File: src/rtl/pipe_intr_id_exe_reg_fpu.sv
// ID/EXE pipeline register for the interrupt/FPU MIPS pipeline.
// Stall or cancel turn the slot into a bubble; datapath fields always load.
module pipe_intr_id_exe_reg_fpu #(
  parameter int            DW     = 32,
  parameter logic [DW-1:0] RST_PC = '0
) (
  input  logic          clk,
  input  logic          clrn,
  input  logic          stall,
  input  logic          cancel,
  input  logic          dwreg,
  input  logic          dm2reg,
  input  logic          dwmem,
  input  logic          djal,
  input  logic          daluimm,
  input  logic          dshift,
  input  logic          darith,
  input  logic          dfwdfe,
  input  logic          dbd,
  input  logic [1:0]    dmfc0,
  input  logic          dmtc0,
  input  logic [3:0]    daluc,
  input  logic [DW-1:0] dpc4,
  input  logic [DW-1:0] dpc,
  input  logic [DW-1:0] dda,
  input  logic [DW-1:0] ddb,
  input  logic [DW-1:0] dimm,
  input  logic [4:0]    drn,
  output logic          ewreg0,
  output logic          em2reg,
  output logic          ewmem,
  output logic          ejal,
  output logic          ealuimm,
  output logic          eshift,
  output logic          earith,
  output logic          efwdfe,
  output logic          ebd,
  output logic          emtc0,
  output logic [1:0]    emfc0,
  output logic [3:0]    ealuc,
  output logic [DW-1:0] epc4,
  output logic [DW-1:0] epc,
  output logic [DW-1:0] eda,
  output logic [DW-1:0] edb,
  output logic [DW-1:0] eimm,
  output logic [4:0]    ern0,
  output logic          evalid
);

  logic          kill;
  logic [10:0]   ctl_d, ctl_q;
  logic          aluimm_q, shift_q;
  logic [3:0]    aluc_q;
  logic [4:0]    rn_q;
  logic [DW-1:0] pc4_q, pc_q, da_q, db_q, imm_q;

  // Side-effecting controls are zeroed in a bubble, incl. earith so
  // no overflow trap can come from a non-instruction.
  always_comb begin
    kill  = cancel | stall;
    ctl_d = {dwreg, dm2reg, dwmem, djal, dmtc0,
             darith, dfwdfe, dbd, dmfc0, 1'b1};
    if (kill) ctl_d = '0;
  end

  always_ff @(posedge clk or negedge clrn) begin
    if (!clrn) begin
      ctl_q    <= '0;
      aluimm_q <= 1'b0;
      shift_q  <= 1'b0;
      aluc_q   <= '0;
      rn_q     <= '0;
      pc4_q    <= RST_PC;
      pc_q     <= RST_PC;
      da_q     <= '0;
      db_q     <= '0;
      imm_q    <= '0;
    end else begin
      ctl_q    <= ctl_d;
      aluimm_q <= daluimm;
      shift_q  <= dshift;
      aluc_q   <= daluc;
      rn_q     <= drn;
      pc4_q    <= dpc4;
      pc_q     <= dpc;
      da_q     <= dda;
      db_q     <= ddb;
      imm_q    <= dimm;
    end
  end

  assign {ewreg0, em2reg, ewmem, ejal, emtc0,
          earith, efwdfe, ebd, emfc0, evalid} = ctl_q;

  assign ealuimm = aluimm_q;
  assign eshift  = shift_q;
  assign ealuc   = aluc_q;
  assign ern0    = rn_q;
  assign epc4    = pc4_q;
  assign epc     = pc_q;
  assign eda     = da_q;
  assign edb     = db_q;
  assign eimm    = imm_q;

endmodule

File: config.mk
export PLATFORM = sky130hd
export DESIGN_NAME = pipe_intr_id_exe_reg_fpu
export DESIGN_NICKNAME = d
export VERILOG_FILES = /design/src/rtl/pipe_intr_id_exe_reg_fpu.sv
export SDC_FILE = /design/constraint.sdc
export NUM_CORES = 1
export LEC_CHECK = 0
export CAP_MARGIN = 30
export CORE_AREA = 2 2 142 144
export DETAILED_ROUTE_END_ITERATION = 10
export DIE_AREA = 0 0 144 146
export HOLD_SLACK_MARGIN = 0.1
export PLACE_DENSITY_LB_ADDON = 0.2
export SLEW_MARGIN = 20
export SYNTH_ARGS = -nofsm -noshare
export SYNTH_HDL_FRONTEND = slang
export SYNTH_SLANG_ARGS = --single-unit
File: constraint.sdc
create_clock -name clk -period 0.8 [get_ports clk]
set_input_delay 0.08 -clock clk [delete_from_list [all_inputs] [get_ports clk]]
set_output_delay 0.08 -clock clk [all_outputs]
set_load 0.005 [all_outputs]
==> qor.log <==
[layout] layout overhead on the synthesized area 116.1%
[status] status finished with violations
[timing] worst setup slack after layout -207.1 ps
[routing] antenna-violating nets left 0
[routing] Initial DRC Count 60
[placement] detailed placement HPWL 11.14 mm
[power_and_ir_drop] Worst VDD drop 1.354 mV
[power_and_ir_drop] Final Total Pwr 20.45 mW
[critical_path] type of the worst setup path reg -> out
[routing] Pre-Repair DR Iteration Count 3
[floorplan] Std-Cell Core Area 19330 um^2
[floorplan] effective utilization at floorplan 24.31%
[synth] Post-synth EDFFs 0
[critical_path] Crit path max-delay family flip-flops
[synth] Seq cells post-synth 182
[placement] placed cell count 835
[critical_path] delay of the slowest cell on the worst path 370 ps
[critical_path] CP arrival 930 ps
[grt] total global routing track utilization 15.06%
[timing] setup repair after global routing missed its margin yes
[synth] sequential share of the synthesized area 96.89%
[grt] number of global-route vias before repair 4378
[timing] Max Clock Freq 992.9 MHz
[timing] tightest slew margin relative to the limit 81.01%
[cts] postcts setup bufs 0
[routing] DRC viols 0
[timing] total count of max-transition violations in the final report 0
[critical_path] WP buf/inv 1
[synth] proportion of synthesized flip-flops having asynchronous set or reset 100.0%
[power_and_ir_drop] power density normalized to cell area 2014 nW/um^2
[synth] gate count of the mapped netlist 195
[cts] TritonCTS clock tree yes
[cts] clock buffers created by TritonCTS 17
[layout] fraction of layout instances using a drive strength above 1 30.51%
[cts] master cell of the clock root buffer sky130_fd_sc_hd__clkbuf_16
[synth] largest area contributor in the synthesized netlist sky130_fd_sc_hd__dfrtp_1
[critical_path] cell with the largest stage delay on the worst path sky130_fd_sc_hd__dfrtp_1
[synth] Main synth FF type sky130_fd_sc_hd__dfrtp_1
[grt] maximum number of pins on one net before global-route repair 55
[floorplan] area of the die 21020 um^2
[layout] final-layout fill cell count 1654
[critical_path] Max Fanout on Critical Path 1
[grt] number of antenna violations at the first check in global routing 0
[power_and_ir_drop] reported leakage power 4.675 nW
[critical_path] Worst Setup End Kind output port
[timing] final critical path time including I/O delays and setup 1007 ps
[synth] cell with the most instances after synthesis sky130_fd_sc_hd__dfrtp_1
[status] violated checks negative setup slack
[critical_path] Setup crit start kind flop
[layout] non-filler cells, final 1032
[floorplan] row cnt 51
[floorplan] number of top-level design ports 367
[synth] top cells by area, synth sky130_fd_sc_hd__dfrtp_1 97%, sky130_fd_sc_hd__nor3b_2 2.4%, sky130_fd_sc_hd__buf_6 0.48%, sky130_fd_sc_hd__nor3b_1 0.16%, sky130_fd_sc_hd__nor2_1 0.080%
[routing] routed wire length 15.55 mm
[timing] worst slew pin tran 284.8 ps
[layout] Net count, final 939
[job] reported max-cap violation count 0
[cts] deepest level of the CTS H-tree 4
[timing] part of the cycle the worst path needs 125.9%
[floorplan] Die Y 146 um
[min_path] kind of path behind the tightest hold check in -> async
[placement] Final Wtd Congestion 0.7832
[placement] number of buffers added on ports 366
[cts] buffer levels on the longest clock path 2
[routing] WL per Instance 15.07 um
[routing] routed via count divided by cell count 3.706
[grt] final global-route overflow total 0
[timing] final setup violation count 182
[grt] first-pass GRT wire length 23.64 mm
[synth] mean post-synth cell area 24.11 um^2
[layout] Seq. cell area 4554 um^2
[synth] Post-synth top cells 182 x sky130_fd_sc_hd__dfrtp_1, 9 x sky130_fd_sc_hd__nor3b_2, 2 x sky130_fd_sc_hd__buf_6
[critical_path] cell-by-cell trace of the critical path buf_2
[cts] clock-pin slew of the registers on the worst-case setup and hold paths 70 ps
[timing] Final Hold Slack 80.00 ps
[synth] nets in the synthesized netlist 380
[timing] hold violation count in the final report 0
[synth] combined area of all synthesized cells 4701 um^2
[routing] vias post-DR 3825
[synth] distinct cell type count of the synthesized netlist 5
[synth] proportion of netlist area held by the largest area contributor 96.89%
[layout] number of inserted diodes 0
[layout] footprint of the multi-input gates 123.9 um^2
[synth] Yosys warning count 0
[floorplan] Die X 144 um
[cts] number of clock sinks 182
[critical_path] required time at the endpoint of the critical path 720 ps
through the flow:
step / worst slack (ps) / util [%] / TNS, ps / cell area (um^2)
2_1_floorplan: 364.2 / - / 0 / 4701
3_3_place_gp: -187.2 / 45.56 / -17950 / 8810
3_5_place_dp: -207.7 / 45.56 / -18340 / 8810
4_1_cts: -246.1 / 52.29 / -39020 / 10110
5_1_grt: -270.9 / 52.53 / -43510 / 10160
6_report: -207.1 / 52.53 / -33350 / 10160
cells in the final DEF (no fill, tap or decap), drive strengths merged:
cell type / Yosys / layout
inv: 0 / 7
clkdlybuf4s50: 0 / 183
nor3b: 10 / 10
clkbuf: 0 / 20
clkinv: 0 / 3
dfrtp: 182 / 182
clkinvlp: 0 / 2
dlygate4sd3: 0 / 165
buf: 2 / 193
bufinv: 0 / 1
nor2: 1 / 1
sequential cells by signal, indices dropped and copies added (netlist names):
signal   count
eda         32
edb         32
eimm        32
epc4        32
epc         32
ctl_q       11
ern0         5
ealuc        4
ealuimm      1
eshift       1
report_power, final:
part	leakage (nW)	internal, mW	switching (mW)
Combinational	2.25	1.70	0.775
Clock	0.282	4.49	3.72
Sequential	2.14	9.65	0.109
Total	4.67	15.8	4.61
layout make-up:
cell class	instances	area share (%)
Multi-Input combinational cell	11	1.220
Clock buffer	19	4.361
Clock inverter	13	1.367
Tap cell	265	3.264
Sequential cell	182	44.84
Timing Repair Buffer	542	44.95
routing by layer:
layer	track usage (%)	vias up	wire [um]
li1	-	1734	-
met1	15.70	1846	5428
met2	26.17	218	8114
met3	6.713	27	1639
met4	6.275	0	371
met5	0	-	0
path summary, 6_finish.rpt:
kind,startpoint,to,slack (ps),depth (start not counted)
max,epc4[4],epc4[4],-210,1
min,clrn,epc4[14],80,2
max in group asynchronous,clrn,epc[18],200,3
min in group clk,dda[30],eda[30],130,1
cells by family after synthesis:
kind of cell,synth area share (%)
flops,96.89
buf+inv,0.4791
simple gates,2.635
timing repair:
| action | in CTS | in global routing |
|---|---|---|
| hold endpoints to repair | 342 | 10 |
| gates resized for setup | 728 | 2 |
| hold buffers | 161 | 4 |
| endpoints found under the setup margin | 182 | 182 |
No activity file was read; power rests on OpenSTA's default activity.
